[src/rtl/seg_link_pkg.sv]
// Shared definitions for the serial 7-segment display link: frame size,
// active-low segment patterns and the pattern-to-hex decode helper.
package seg_link_pkg;

    localparam int FRAME_BITS = 8;

    // Active-low segment patterns, bit order {g,f,e,d,c,b,a}
    localparam logic [6:0] SEG_0     = 7'h40;
    localparam logic [6:0] SEG_1     = 7'h79;
    localparam logic [6:0] SEG_2     = 7'h24;
    localparam logic [6:0] SEG_3     = 7'h30;
    localparam logic [6:0] SEG_4     = 7'h19;
    localparam logic [6:0] SEG_5     = 7'h12;
    localparam logic [6:0] SEG_6     = 7'h02;
    localparam logic [6:0] SEG_7     = 7'h78;
    localparam logic [6:0] SEG_8     = 7'h00;
    localparam logic [6:0] SEG_9     = 7'h10;
    localparam logic [6:0] SEG_BLANK = 7'h7F;

    typedef struct packed {
        logic       valid;
        logic       blank;
        logic [3:0] hex;
    } seg_dec_t;

    // Unknown patterns come back as an invalid 'E' so the display shows an error glyph
    function automatic seg_dec_t seg_to_hex(input logic [6:0] seg);
        seg_dec_t r;
        r.valid = 1'b1;
        r.blank = 1'b0;
        r.hex   = 4'hE;
        case (seg)
            SEG_0:     r.hex = 4'h0;
            SEG_1:     r.hex = 4'h1;
            SEG_2:     r.hex = 4'h2;
            SEG_3:     r.hex = 4'h3;
            SEG_4:     r.hex = 4'h4;
            SEG_5:     r.hex = 4'h5;
            SEG_6:     r.hex = 4'h6;
            SEG_7:     r.hex = 4'h7;
            SEG_8:     r.hex = 4'h8;
            SEG_9:     r.hex = 4'h9;
            SEG_BLANK: begin
                r.blank = 1'b1;
                r.hex   = 4'hF;
            end
            default:   r.valid = 1'b0;
        endcase
        return r;
    endfunction

    // Position index of a one-hot digit select (callers guarantee one-hot)
    function automatic logic [1:0] onehot_to_idx(input logic [3:0] sel);
        logic [1:0] idx;
        case (sel)
            4'b0010: idx = 2'd1;
            4'b0100: idx = 2'd2;
            4'b1000: idx = 2'd3;
            default: idx = 2'd0;
        endcase
        return idx;
    endfunction

endpackage

[src/rtl/seg_serial_receiver_if.sv]
// Serial 7-segment link plus the decoded display view seen by the receiver.
// The master drives the link (LED driver or bench), the slave is the receiver.
interface seg_serial_receiver_if;

    logic        ser_clk;
    logic        ser_data;
    logic [3:0]  dig_sel;

    logic [15:0] digit;
    logic [3:0]  dp;
    logic [3:0]  blank;
    logic        frame_valid;
    logic [1:0]  frame_idx;
    logic        frame_err;
    logic        scan_done;

    modport master (
        output ser_clk, ser_data, dig_sel,
        input  digit, dp, blank, frame_valid, frame_idx, frame_err, scan_done
    );

    modport slave (
        input  ser_clk, ser_data, dig_sel,
        output digit, dp, blank, frame_valid, frame_idx, frame_err, scan_done
    );

endinterface

[src/rtl/seg_sync_edge.sv]
// N-stage synchronizer with a registered "leaves zero" pulse: rise_o fires for
// one cycle when the synced value goes from all-zero to anything nonzero.
module seg_sync_edge #(
    parameter int STAGES = 2,
    parameter int WIDTH  = 1
) (
    input  logic             clk,
    input  logic             rst_n,
    input  logic [WIDTH-1:0] async_i,
    output logic [WIDTH-1:0] level_o,
    output logic             rise_o
);

    logic [WIDTH-1:0] sync_q [STAGES];
    logic [WIDTH-1:0] prev_q;
    logic             rise_q;

    // Synchronizer chain, previous-value register and registered edge pulse
    always_ff @(posedge clk or negedge rst_n) begin
        if (!rst_n) begin
            for (int i = 0; i < STAGES; i++) sync_q[i] <= '0;
            prev_q <= '0;
            rise_q <= 1'b0;
        end else begin
            sync_q[0] <= async_i;
            for (int i = 1; i < STAGES; i++) sync_q[i] <= sync_q[i-1];
            prev_q <= sync_q[STAGES-1];
            rise_q <= (|sync_q[STAGES-1]) & ~(|prev_q);
        end
    end

    assign level_o = sync_q[STAGES-1];
    assign rise_o  = rise_q;

endmodule

[src/rtl/seg_serial_receiver.sv]
// Display-end deserializer for the serial 7-segment link: collects MSB-first
// frames, decodes them on a digit latch and keeps a per-position display image.
module seg_serial_receiver #(
    parameter int SYNC_STAGES = 2,
    parameter int FRAME_BITS  = 8
) (
    input  logic                 clk,
    input  logic                 rst_n,
    seg_serial_receiver_if.slave link
);
    import seg_link_pkg::*;

    localparam int               CNT_W    = $clog2(FRAME_BITS + 2);
    localparam logic [CNT_W-1:0] CNT_FULL = CNT_W'(FRAME_BITS);
    localparam logic [CNT_W-1:0] CNT_SAT  = CNT_W'(FRAME_BITS + 1);

    logic                  clkRise;
    logic                  serClkLevel_unused;
    logic                  latchEvent;
    logic [3:0]            digSel;
    logic [SYNC_STAGES-1:0] dataSync_q;
    logic                  serData;

    logic [FRAME_BITS-1:0] sreg_q, sreg_d;
    logic [CNT_W-1:0]      bitCount_q, bitCount_d;
    logic [15:0]           digit_q, digit_d;
    logic [3:0]            dp_q, dp_d;
    logic [3:0]            blank_q, blank_d;
    logic                  frameValid_q, frameValid_d;
    logic [1:0]            frameIdx_q, frameIdx_d;
    logic                  frameErr_q, frameErr_d;
    logic [3:0]            scanMask_q, scanMask_d;
    logic                  scanDone_q, scanDone_d;

    seg_dec_t              dec;
    logic [1:0]            idx;
    logic                  frameOk;

    seg_sync_edge #(.STAGES(SYNC_STAGES), .WIDTH(1)) u_clkSync (
        .clk     (clk),
        .rst_n   (rst_n),
        .async_i (link.ser_clk),
        .level_o (serClkLevel_unused),
        .rise_o  (clkRise)
    );

    seg_sync_edge #(.STAGES(SYNC_STAGES), .WIDTH(4)) u_selSync (
        .clk     (clk),
        .rst_n   (rst_n),
        .async_i (link.dig_sel),
        .level_o (digSel),
        .rise_o  (latchEvent)
    );

    // Plain synchronizer for the data line; it only needs to be stable around the clock edge
    always_ff @(posedge clk or negedge rst_n) begin
        if (!rst_n) dataSync_q <= '0;
        else        dataSync_q <= {dataSync_q[SYNC_STAGES-2:0], link.ser_data};
    end
    assign serData = dataSync_q[SYNC_STAGES-1];

    // Next-state: latch beats shift, a good frame updates one position, scan mask tracks coverage
    always_comb begin
        dec          = seg_to_hex(sreg_q[6:0]);
        idx          = onehot_to_idx(digSel);
        frameOk      = latchEvent && (bitCount_q == CNT_FULL) && $onehot(digSel);

        sreg_d       = sreg_q;
        bitCount_d   = bitCount_q;
        digit_d      = digit_q;
        dp_d         = dp_q;
        blank_d      = blank_q;
        frameIdx_d   = frameIdx_q;
        frameValid_d = 1'b0;
        frameErr_d   = 1'b0;

        if (latchEvent) begin
            bitCount_d = '0;
            if (frameOk) begin
                frameValid_d              = 1'b1;
                frameErr_d                = ~dec.valid;
                frameIdx_d                = idx;
                digit_d[{idx, 2'b00} +: 4] = dec.hex;
                dp_d[idx]                 = ~sreg_q[FRAME_BITS-1];
                blank_d[idx]              = dec.blank;
            end else begin
                frameErr_d = 1'b1;
            end
        end else if (clkRise && (digSel == 4'b0000)) begin
            sreg_d = {sreg_q[FRAME_BITS-2:0], serData};
            if (bitCount_q != CNT_SAT) bitCount_d = bitCount_q + CNT_W'(1);
        end

        scanDone_d = (scanMask_q == 4'hF);
        scanMask_d = (scanMask_q == 4'hF) ? 4'h0 : scanMask_q;
        if (frameOk) scanMask_d = scanMask_d | digSel;
    end

    // State and registered outputs
    always_ff @(posedge clk or negedge rst_n) begin
        if (!rst_n) begin
            sreg_q       <= '1;
            bitCount_q   <= '0;
            digit_q      <= 16'hFFFF;
            dp_q         <= 4'h0;
            blank_q      <= 4'hF;
            frameValid_q <= 1'b0;
            frameIdx_q   <= 2'd0;
            frameErr_q   <= 1'b0;
            scanMask_q   <= 4'h0;
            scanDone_q   <= 1'b0;
        end else begin
            sreg_q       <= sreg_d;
            bitCount_q   <= bitCount_d;
            digit_q      <= digit_d;
            dp_q         <= dp_d;
            blank_q      <= blank_d;
            frameValid_q <= frameValid_d;
            frameIdx_q   <= frameIdx_d;
            frameErr_q   <= frameErr_d;
            scanMask_q   <= scanMask_d;
            scanDone_q   <= scanDone_d;
        end
    end

    assign link.digit       = digit_q;
    assign link.dp          = dp_q;
    assign link.blank       = blank_q;
    assign link.frame_valid = frameValid_q;
    assign link.frame_idx   = frameIdx_q;
    assign link.frame_err   = frameErr_q;
    assign link.scan_done   = scanDone_q;

endmodule

[src/flat_wrapper.sv]
// flat-port wrapper written by rule: the top's interface ports become plain ports
module seg_serial_receiver_flat import seg_link_pkg::*;
#(
    parameter int SYNC_STAGES = 2,
    parameter int FRAME_BITS  = 8
)
  (clk, rst_n, link_ser_clk, link_ser_data, link_dig_sel, link_digit, link_dp, link_blank, link_frame_valid, link_frame_idx, link_frame_err, link_scan_done);
  seg_serial_receiver_if link_i ();
  input  logic clk;
  input  logic rst_n;
  input wire logic [$bits(link_i.ser_clk)-1:0] link_ser_clk;
  input wire logic [$bits(link_i.ser_data)-1:0] link_ser_data;
  input wire logic [$bits(link_i.dig_sel)-1:0] link_dig_sel;
  output wire logic [$bits(link_i.digit)-1:0] link_digit;
  output wire logic [$bits(link_i.dp)-1:0] link_dp;
  output wire logic [$bits(link_i.blank)-1:0] link_blank;
  output wire logic [$bits(link_i.frame_valid)-1:0] link_frame_valid;
  output wire logic [$bits(link_i.frame_idx)-1:0] link_frame_idx;
  output wire logic [$bits(link_i.frame_err)-1:0] link_frame_err;
  output wire logic [$bits(link_i.scan_done)-1:0] link_scan_done;
  assign link_i.ser_clk = link_ser_clk;
  assign link_i.ser_data = link_ser_data;
  assign link_i.dig_sel = link_dig_sel;
  assign link_digit = link_i.digit;
  assign link_dp = link_i.dp;
  assign link_blank = link_i.blank;
  assign link_frame_valid = link_i.frame_valid;
  assign link_frame_idx = link_i.frame_idx;
  assign link_frame_err = link_i.frame_err;
  assign link_scan_done = link_i.scan_done;
  seg_serial_receiver #(.SYNC_STAGES(SYNC_STAGES), .FRAME_BITS(FRAME_BITS)) u_core (.clk(clk), .rst_n(rst_n), .link(link_i));
endmodule
[config.mk]
export PLATFORM = sky130hd
export DESIGN_NAME = seg_serial_receiver_flat
export DESIGN_NICKNAME = d
export VERILOG_FILES = /design/src/rtl/seg_link_pkg.sv /design/src/rtl/seg_serial_receiver_if.sv /design/src/rtl/seg_sync_edge.sv /design/src/rtl/seg_serial_receiver.sv /design/src/flat_wrapper.sv
export SDC_FILE = /design/constraint.sdc
export NUM_CORES = 1
export LEC_CHECK = 0
export CAP_MARGIN = 30
export CORE_MARGIN = 1
export CORE_UTILIZATION = 55
export CTS_CLUSTER_SIZE = 12
export DETAILED_ROUTE_END_ITERATION = 12
export PLACE_DENSITY = 0.84
export SYNTH_ARGS = -nofsm -noshare
export SYNTH_HDL_FRONTEND = slang
export SYNTH_HIERARCHICAL = 1
export SYNTH_SLANG_ARGS = --single-unit
[constraint.sdc]
create_clock -name clk -period 3.51 [get_ports clk]
set_input_delay 0.702 -clock clk [delete_from_list [all_inputs] [get_ports clk]]
set_output_delay 0.702 -clock clk [all_outputs]
set_load 0.01 [all_outputs]
After elaboration in Yosys (flattened, before gate mapping) --
Index checks and enable logic that the tools add are counted.
Storage, ports and cells: register bits 64, latch bits 0, RAM bits 0, memory bits (read-only) 0, input bits 8, output and inout port bits 29, word-level logic and storage cells 85, memories 0
Operators by class: add/subtract/negate cells 5, multipliers 0, div/mod/pow operators 0, magnitude comparators 2, equal/unequal tests 17, shifts and indexed selects 2, muxes and demuxes 18, bitwise gates (word level) 8, reductions and logical operators 14
Operators by type and width (count):
- one-hot mux 4 bit (11 select lines) | 1
- == test 7 bit (second input constant) | 4
- == test 7 x 5 -> 1 bit (second input constant) | 3
- two-way mux 4 bit | 5
- bitwise mux 16 bit | 1
- variable shift 4 x 6 -> 16 bit (first input constant) | 1
- indexed part select 4 x 6 -> 16 bit | 1
- == test 7 x 6 -> 1 bit (second input constant) | 2
- == test 4 bit (second input constant) | 3
- OR reduction 11 bit | 1
- bitwise mux 4 bit | 2
- OR reduction 4 bit | 2
- == test 7 x 2 -> 1 bit (second input constant) | 1
- logical NOT 7 bit | 1
- two-way mux 1 bit | 7
- negation 4 -> 6 bit | 1
- one-hot mux 2 bit (3 select lines) | 1
- AND reduction 2 bit | 3
- NOT 1 bit | 5
- adder 1 x 1 -> 2 bit | 2
- adder 4 x 1 -> 4 bit (second input constant) | 1
- == test 4 x 2 -> 1 bit (second input constant) | 1
- == test 4 x 3 -> 1 bit (second input constant) | 1
- logical AND 1 bit | 4
- other kinds (10) | 12

Longest topological paths before layout --
Gate-level depths: netlist (run 1).
depth after elaboration 7, mapped depth 12, mapped depth without buffers 11

Hierarchy --
Netlist (run 1), hierarchy kept.
Modules (own cells, without submodules):
- seg_serial_receiver | times used 1, cells each 222, area an instance 2383.5 um^2, seq. area each 1211.2 um^2
- seg_sync_edge (u_core.u_selSync) | times used 1, cells each 20, area an instance 372.9 um^2, seq. area each 325.3 um^2
- seg_sync_edge (u_core.u_clkSync) | times used 1, cells each 5, area an instance 113.9 um^2, seq. area each 100.1 um^2

Least setup slack after synthesis (run 1) --
Ideal clock, no wire load.
path type reg2reg, from register u_core.u_selSync.sync_q, in the netlist u_core/u_selSync/level_o[0], to register u_core.digit_q[2], in the netlist u_core/link.digit[2], library setup time 69 ps, data arrival time 2551 ps, required time 3441 ps, path slack 889 ps, cell stages (with the launch flop) 13, buffers on the path 1, clock period less this slack 2621 ps, cells stage by stage dfrtp_1 -> buf_4 -> inv_1 -> fa_1 -> inv_1 -> ha_1 -> ha_1 -> nand4bb_1 -> or3_4 -> clkinv_2 -> nand2_4 -> or3_4 -> o21ai_2
Between the ends: cells in the longest elaborated chain, start to end 5, elaborated cells on any way between the ends 13, those cells by class 3 x add/sub; 4 x eq/ne; 2 x shift; 2 x mux; 2 x reduce/logical
RTL lines:
- start: declaration | RTL line seg_sync_edge.sv:14 | logic [WIDTH-1:0] sync_q [STAGES];
- == test 4 bit (tied with other cells) | RTL line seg_link_pkg.sv:55 | case (sel)
- one-hot mux 2 bit (3 select lines) or adder 3 bit (tied branches) | RTL line seg_link_pkg.sv:55, seg_serial_receiver.sv:66
- negation 4 -> 6 bit or == test 3 x 1 -> 1 bit (tied branches) | RTL line seg_serial_receiver.sv:83, seg_serial_receiver.sv:66
- indexed part select 4 x 6 -> 16 bit (tied with other cells) | RTL line seg_serial_receiver.sv:83 | digit_d[{idx, 2'b00} +: 4] = dec.hex;
- bitwise mux 16 bit or AND reduction 2 bit (tied branches)
- end signal: assignment | RTL line seg_serial_receiver.sv:115 | digit_q <= digit_d;
- end: declaration | RTL line seg_serial_receiver.sv:26 | logic [15:0] digit_q, digit_d;
Several ways; a longest one is shown, not always the timed one. A chain may end at the register's enable or synchronous reset.

Final worst setup path (run 1) --
from register u_core.u_selSync.sync_q, in the netlist u_core/u_selSync/level_o[3], to register u_core.digit_q[0], in the netlist u_core/link.digit[0]
The elaborated chain is that of the path after synthesis.

==> metrics, run 1 <==
outcome finished, final reports clean; largest net degree at the start of global routing between 40 and 50; Mapped Nets 269; Synth area leaders dfrtp_1 (31%), dfstp_2 (26%), ha_1 (5.7%); R2R depth 11; commonest cells in the netlist nand2_1 (41), dfrtp_1 (36), dfstp_2 (28), o21ai_0 (26), inv_1 (14); Final Critical Period 2820 ps; Power Total 1.51 mW; GPL Wtd Cong 0.819; fillers 356; CP startpoint u_core/u_selSync/level_o[3]$_DFF_PN0_; Synth top area share 31.4%; # hold bufs at CTS 0; Reg area 0.00164 sq mm; routed via count 1887; Pwr per Cell Area about 450 mW/mm^2; NumNets Final 303; Final Setup Violations 0; n_diodes 0; RR Endpoint u_core/link.digit[0]$_DFFE_PN1P_; Sink Count 64; multi-input logic area 0.00106 sq mm; Netlist cell types 51; Die H 74.2 um; global route total overflow 0; Total GRT Usage 21.0%; Rows 25; Max FO, Critical Path 11; Worst EP required 3780 ps; initial antenna violation count 0; most common cell in the netlist nand2_1; DP HPWL 3.63 mm; first-pass GRT wire length 8.45 mm; Pleak 1.41 nW; WL/cell ~14 um; Seq/Total Area, Yosys 57.0%; end of the critical path u_core/link.digit[0]$_DFFE_PN1P_; RSZ-0062 raised after global routing no; CTS tree done; CP Data Arrival Time about 3100 ps; #FFs+latches synth 64; Worst R2R Start u_core/u_selSync/level_o[3]$_DFF_PN0_; Num CTS Buffers 9; yosys warns 6; TritonRoute pass-1 iters 4; Slew HR 41.3%; I/O Buffers 36; Clock Pin Slew Worst Setup and Hold Paths 70 ps; crit start category register; Slew @ Worst Pin 880 ps; fin util between 60% and 70%; Crit. End Element register; worst hold start u_core/dataSync_q[0]$_DFF_PN0_; Reg2Reg Setup Slack 690 ps; number of max-cap violations 0; worst clock skew between 8 and 9 ps; setup tns final 0 ps; Place WS between 700 and 800 ps; vias in the first global route 1803; syn_area_per_cell 11.6 sq um; postcts setup bufs 0; Die Area ~0.0055 sq mm; Max VDD drop 0.000308 V; post-route ant nets 0; post-CTS sizing 0; achievable clock frequency 0.355 GHz; final worst-path cycle share between 80% and 90%; final max-slew violation count 0; Most used DFF post-synth dfrtp_1; drt drc 0; Iter 0 DRT Violations 122; cell taking the most area after synthesis dfrtp_1; Root Buffer clkbuf_8; Mapped Cells 247; vias per cell 5.35; # IOs 37; Die W about 74 um; WS Path Type register to register; worst hold-check path type register to register; CTS max path bufs 2; Starting Density 58.8%; Post-Synthesis Cell Area 0.00287 sq mm; final hold violations 0; H-tree depth 3; Post-synth EDFFs 0; share of cells above drive strength 1 around a quarter; Final WS setup 694 ps; clk_lat worst skew 340 ps; Async SR Flop Fraction 100%; Final Routed Wirelength 4.98 mm; area grow syn2layout 18.1%; Core ar. 0.00488 sq mm
[registers in the layout, summed over array words and instances, names as in the netlist, 2 cells and up]
| register | flops |
|---|---|
| u_core/scanMask_q | 4 |
| u_core/u_selSync/prev_q | 4 |
| u_core/dataSync_q | 2 |
| u_core/u_selSync/level_o | 4 |
| u_core/link.frame_idx | 2 |
| u_core/link.dp | 4 |
| u_core/sreg_q | 8 |
| u_core/bitCount_q | 4 |
| u_core/u_selSync/sync_q | 4 |
| u_core/link.digit | 16 |
| u_core/link.blank | 4 |
[cell families (layout without fill, tap and decap cells)]
kind of cell               Yosys count  count (layout)  synth area share [%]
AOI/OAI and AO/OA                   46              46                  10.8
xor gates and xnor gates             6               6                  1.83
adders and majority gates           14              14                  6.36
buffers and inverters               29              68                  6.06
DFF                                 64              64                  57.0
muxes                                8               8                  3.05
and+or+nand+nor                     80              80                  14.9
[cells in the final DEF, fill, tap and decap left out, types with 2 or more instances in the layout]
cell and instances:
xnor2_1 4, nand4bb_1 2, dfrtp_1 36, nand3_1 3, dfstp_2 28, o21ai_1 3, or3_4 3, o21ai_2 4
inv_1 14, nor2_1 9, clkbuf_1 2, or2_2 2, a31oi_1 2, mux2i_1 2, mux2_2 6, clkdlybuf4s50_1 35
ha_1 13, nor4_1 3, xor2_1 2, a21oi_1 2, nand4_1 3, nor3_2 2, clkinvlp_4 2, clkbuf_8 9
nand2_1 41, o21ai_0 26
[critical path, stage by stage, from the launching register on]
cell       delay [ps]
dfrtp_1           450
inv_1              90
fa_1              490
inv_1              40
ha_1              170
ha_1              170
nand4bb_1         180
or3_4             410
clkinv_2          140
nand2_4            90
or3_4             380
o21ai_2           120
[layout make-up]
cell class / instances / area share, %
sequential: 64 / 48.3
multi-input combinational: 154 / 31.3
timing repair buffer: 37 / 10.7
clock buffer: 11 / 3.88
tap: 67 / 2.47
clock inverter: 5 / 1.70
inverter: 15 / 1.70
[metrics by stage]
stage               hold WS [ps]  area, sq um  instances
floorplan                    331         2870        247
global placement             333         3200        337
detailed placement           336         3200        337
CTS                          351         3390        353
global route                 355         3390        353
finish                       348         3390        353
[metal layers]
layer / vias to the layer above / track usage (%) / routed length, um
met5: - / 0 / 0
met4: 0 / 9.43 / 102
met3: 9 / 5.56 / 243
met2: 56 / 34.6 / 2420
met1: 924 / 26.1 / 2220
li1: 898 / - / -
[worst min path at each step]
| stage | end | cells after the start | slack [ps] |
|---|---|---|---|
| after global placement | u_core/u_selSync/level_o[0]$_DFF_PN0_ | 0 | 330 |
| after floorplan | u_core/dataSync_q[1]$_DFF_PN0_ | 0 | 330 |
| after detailed placement | u_core/u_selSync/level_o[1]$_DFF_PN0_ | 0 | 340 |
| final | u_core/dataSync_q[1]$_DFF_PN0_ | 0 | 350 |
| after CTS | u_core/u_selSync/level_o[3]$_DFF_PN0_ | 0 | 350 |
| after global routing | u_core/u_selSync/level_o[3]$_DFF_PN0_ | 0 | 360 |
[where the power goes]
part / leakage (nW) / switching, mW / internal, mW / total [mW]
Sequential: 0.750 / 0.0186 / 0.761 / 0.779
Clock: 0.0872 / 0.268 / 0.327 / 0.595
Combinational: 0.574 / 0.0810 / 0.0536 / 0.135
(Power assumes the default switching activity.)
==> inputs of run 2 (changes only) <==
==> constraint.sdc (replaced) <==
create_clock -name clk -period 2.68 [get_ports clk]
set_input_delay 0.536 -clock clk [delete_from_list [all_inputs] [get_ports clk]]
set_output_delay 0.536 -clock clk [all_outputs]
set_load 0.01 [all_outputs]
==> metrics, run 2 (same netlist as run 1, synthesis figures left out) <==
NumNets Final 311 (+2.6%); most common cell after layout, fill and taps aside nand2_1; fin util 70.4% (+0.92 points); I/O Buffers 36 (unchanged); worst clock skew 6.52 ps (-1.71 ps); vias in the first global route 1894 (+5.0%); Pleak 1.45 nW (+2.4%); fillers 351 (-1.4%); Num CTS Buffers 9 (unchanged); Final Setup Violations 0 (unchanged); crit path buf inv count 3 (unchanged); post-route ant nets 0 (unchanged); Root Buffer clkbuf_8; vias per cell 5.38 (+0.63%); Max FO, Critical Path 4 (-7); n_diodes 0 (unchanged); worst hold-check path type input pin to asynchronous set/reset pin; WL/cell 14.3 um (+1.4%); initial antenna violation count 0 (unchanged); CP startpoint u_core/u_selSync/level_o[0]$_DFF_PN0_; Reg2Reg Setup Slack 90 ps (-600 ps); CP Data Arrival Time 2850 ps (-230 ps); area grow syn2layout 19.7%; Clock Pin Slew Worst Setup and Hold Paths 60 ps (about the same); Die Area 0.00551 sq mm (unchanged); outcome finished, final reports clean; number of max-cap violations 0 (unchanged); achievable clock frequency 0.386 GHz (+8.7%); Worst path top cell family by delay simple AND/OR/NAND/NOR gates; RR Endpoint u_core/link.digit[0]$_DFFE_PN1P_; max reg flops 16 (unchanged); Core ar. 0.00488 sq mm (unchanged); R2R depth 11 (unchanged); Total GRT Usage 21.7% (+0.70 points); multi-input logic area 0.00106 sq mm (+0.24%); Slew @ Worst Pin 728 ps (-152 ps); Worst R2R Start u_core/u_selSync/level_o[0]$_DFF_PN0_; largest net degree at the start of global routing 34 (-21%); Starting Density 58.8% (unchanged); first-pass GRT wire length 8.69 mm (+2.9%); most frequent cells in the layout nand2_1 (40), dfrtp_1 (36), clkdlybuf4s50_1 (35), dfstp_2 (28), o21ai_0 (26); Die W 74.2 um (unchanged); CP max stage cell fa_1; crit start category register; final max-slew violation count 0 (unchanged); Max VDD drop 0.000476 V (+55%); WHS 261 ps (-86.7 ps); Pwr per Cell Area 546 mW/mm^2 (+23%); Slowest Stage Delay on Critical Path 530 ps (+40 ps); Die H 74.2 um (unchanged); critical path cell sequence inv_2 > fa_1 > inv_1 > ha_1 > ha_1 > nand4bb_1 > or3_4 > inv_4 > nand2_4 > or3_4 > o21ai_2; Reg area 0.00164 sq mm (unchanged); TritonRoute pass-1 iters 4 (unchanged); Final Critical Period 2590 ps (-225 ps); # IOs 37 (unchanged); clk_lat worst skew 340 ps (about the same); final hold violations 0 (unchanged); Rows 25 (unchanged); DP HPWL 3.80 mm (+4.5%); Worst EP required 2940 ps (-840 ps); WS Path Type register to register; CTS tree done; Power Total 1.88 mW (+24%); final worst-path cycle share 96.7% (+16 points); # hold bufs at CTS 0 (unchanged); CTS max path bufs 2 (unchanged); routed via count 1942 (+2.9%); Sink Count 64 (unchanged); drt drc 0 (unchanged); global route total overflow 0 (unchanged); H-tree depth 3 (unchanged); Final Routed Wirelength 5.17 mm (+3.7%); share of cells above drive strength 1 27.6% (+3.1 points); GPL Wtd Cong 0.856 (+4.5%); Iter 0 DRT Violations 91 (-25%); Slew HR 51.5% (+10 points); Crit. End Element register
==> run 2: cell types whose count changed in the layout (fill, tap and decap cells not counted), sizes merged <==
| cell | delta |
|---|---|
| buf | +8 |
| bufinv | -1 |
| clkbuf | +1 |
| clkinvlp | -1 |
| inv | +1 |
==> run 2: metrics by stage <==
| stage | cell area (sq um) | TNS (ps) | worst slack, ps | cells |
|---|---|---|---|---|
| 2_1_floorplan | 2870 | 0 | 59.4 | 247 |
| 3_5_place_dp | 3240 | 0 | 40.1 | 341 |
| 4_1_cts | 3400 | 0 | 31.1 | 357 |
| 5_1_grt | 3430 | -17.8 | -14.4 | 361 |
| 3_3_place_gp | 3240 | 0 | 136 | 341 |
| 6_report | 3430 | 0 | 89.6 | 361 |
==> run 2: timing repair <==
| item | CTS | global route |
|---|---|---|
| gates resized for setup | 0 | 4 |
| buffers inserted | 0 | 4 |
| setup endpoints to repair | 0 | 17 |
==> run 2: cell type report <==
class / instances / share of cell area (%)
clock buffer: 12 / 3.93
inverter: 15 / 1.71
sequential: 64 / 47.7
clock inverter: 4 / 0.656
timing repair buffer: 45 / 12.7
multi-input combinational: 154 / 30.9
tap: 67 / 2.44
==> run 2: how the worst max path moves through the flow <==
stage                                       endpoint  slack [ps]  cells past startpoint
floorplan           u_core/link.digit[2]$_DFFE_PN1P_          60                     12
global placement    u_core/link.digit[2]$_DFFE_PN1P_         140                     11
detailed placement  u_core/link.digit[0]$_DFFE_PN1P_          40                     11
CTS                 u_core/link.digit[0]$_DFFE_PN1P_          30                     11
global route        u_core/link.digit[0]$_DFFE_PN1P_         -10                     11
finish              u_core/link.digit[0]$_DFFE_PN1P_          90                     11
==> run 2: power by group <==
| part | switching, mW | internal, mW | total (mW) | leakage, nW |
|---|---|---|---|---|
| clock | 0.338 | 0.331 | 0.669 | 0.0801 |
| sequential | 0.0246 | 0.996 | 1.02 | 0.750 |
| combinational | 0.108 | 0.0773 | 0.186 | 0.616 |
| total | 0.470 | 1.40 | 1.88 | 1.45 |
==> run 2: metal layers <==
metal | global-route usage (%) | wire [um]
met1 | 28.0 | 2210
met2 | 34.0 | 2620
met3 | 4.61 | 231
met4 | 12.8 | 99
met5 | 0 | 0
==> run 2: worst reg2reg max path: stages (launching register included) <==
cell and delay [ps]:
dfrtp_1 370, inv_2 60, fa_1 530, inv_1 40, ha_1 170, ha_1 170, nand4bb_1 170, or3_4 370
inv_4 80, nand2_4 50, or3_4 370, o21ai_2 140
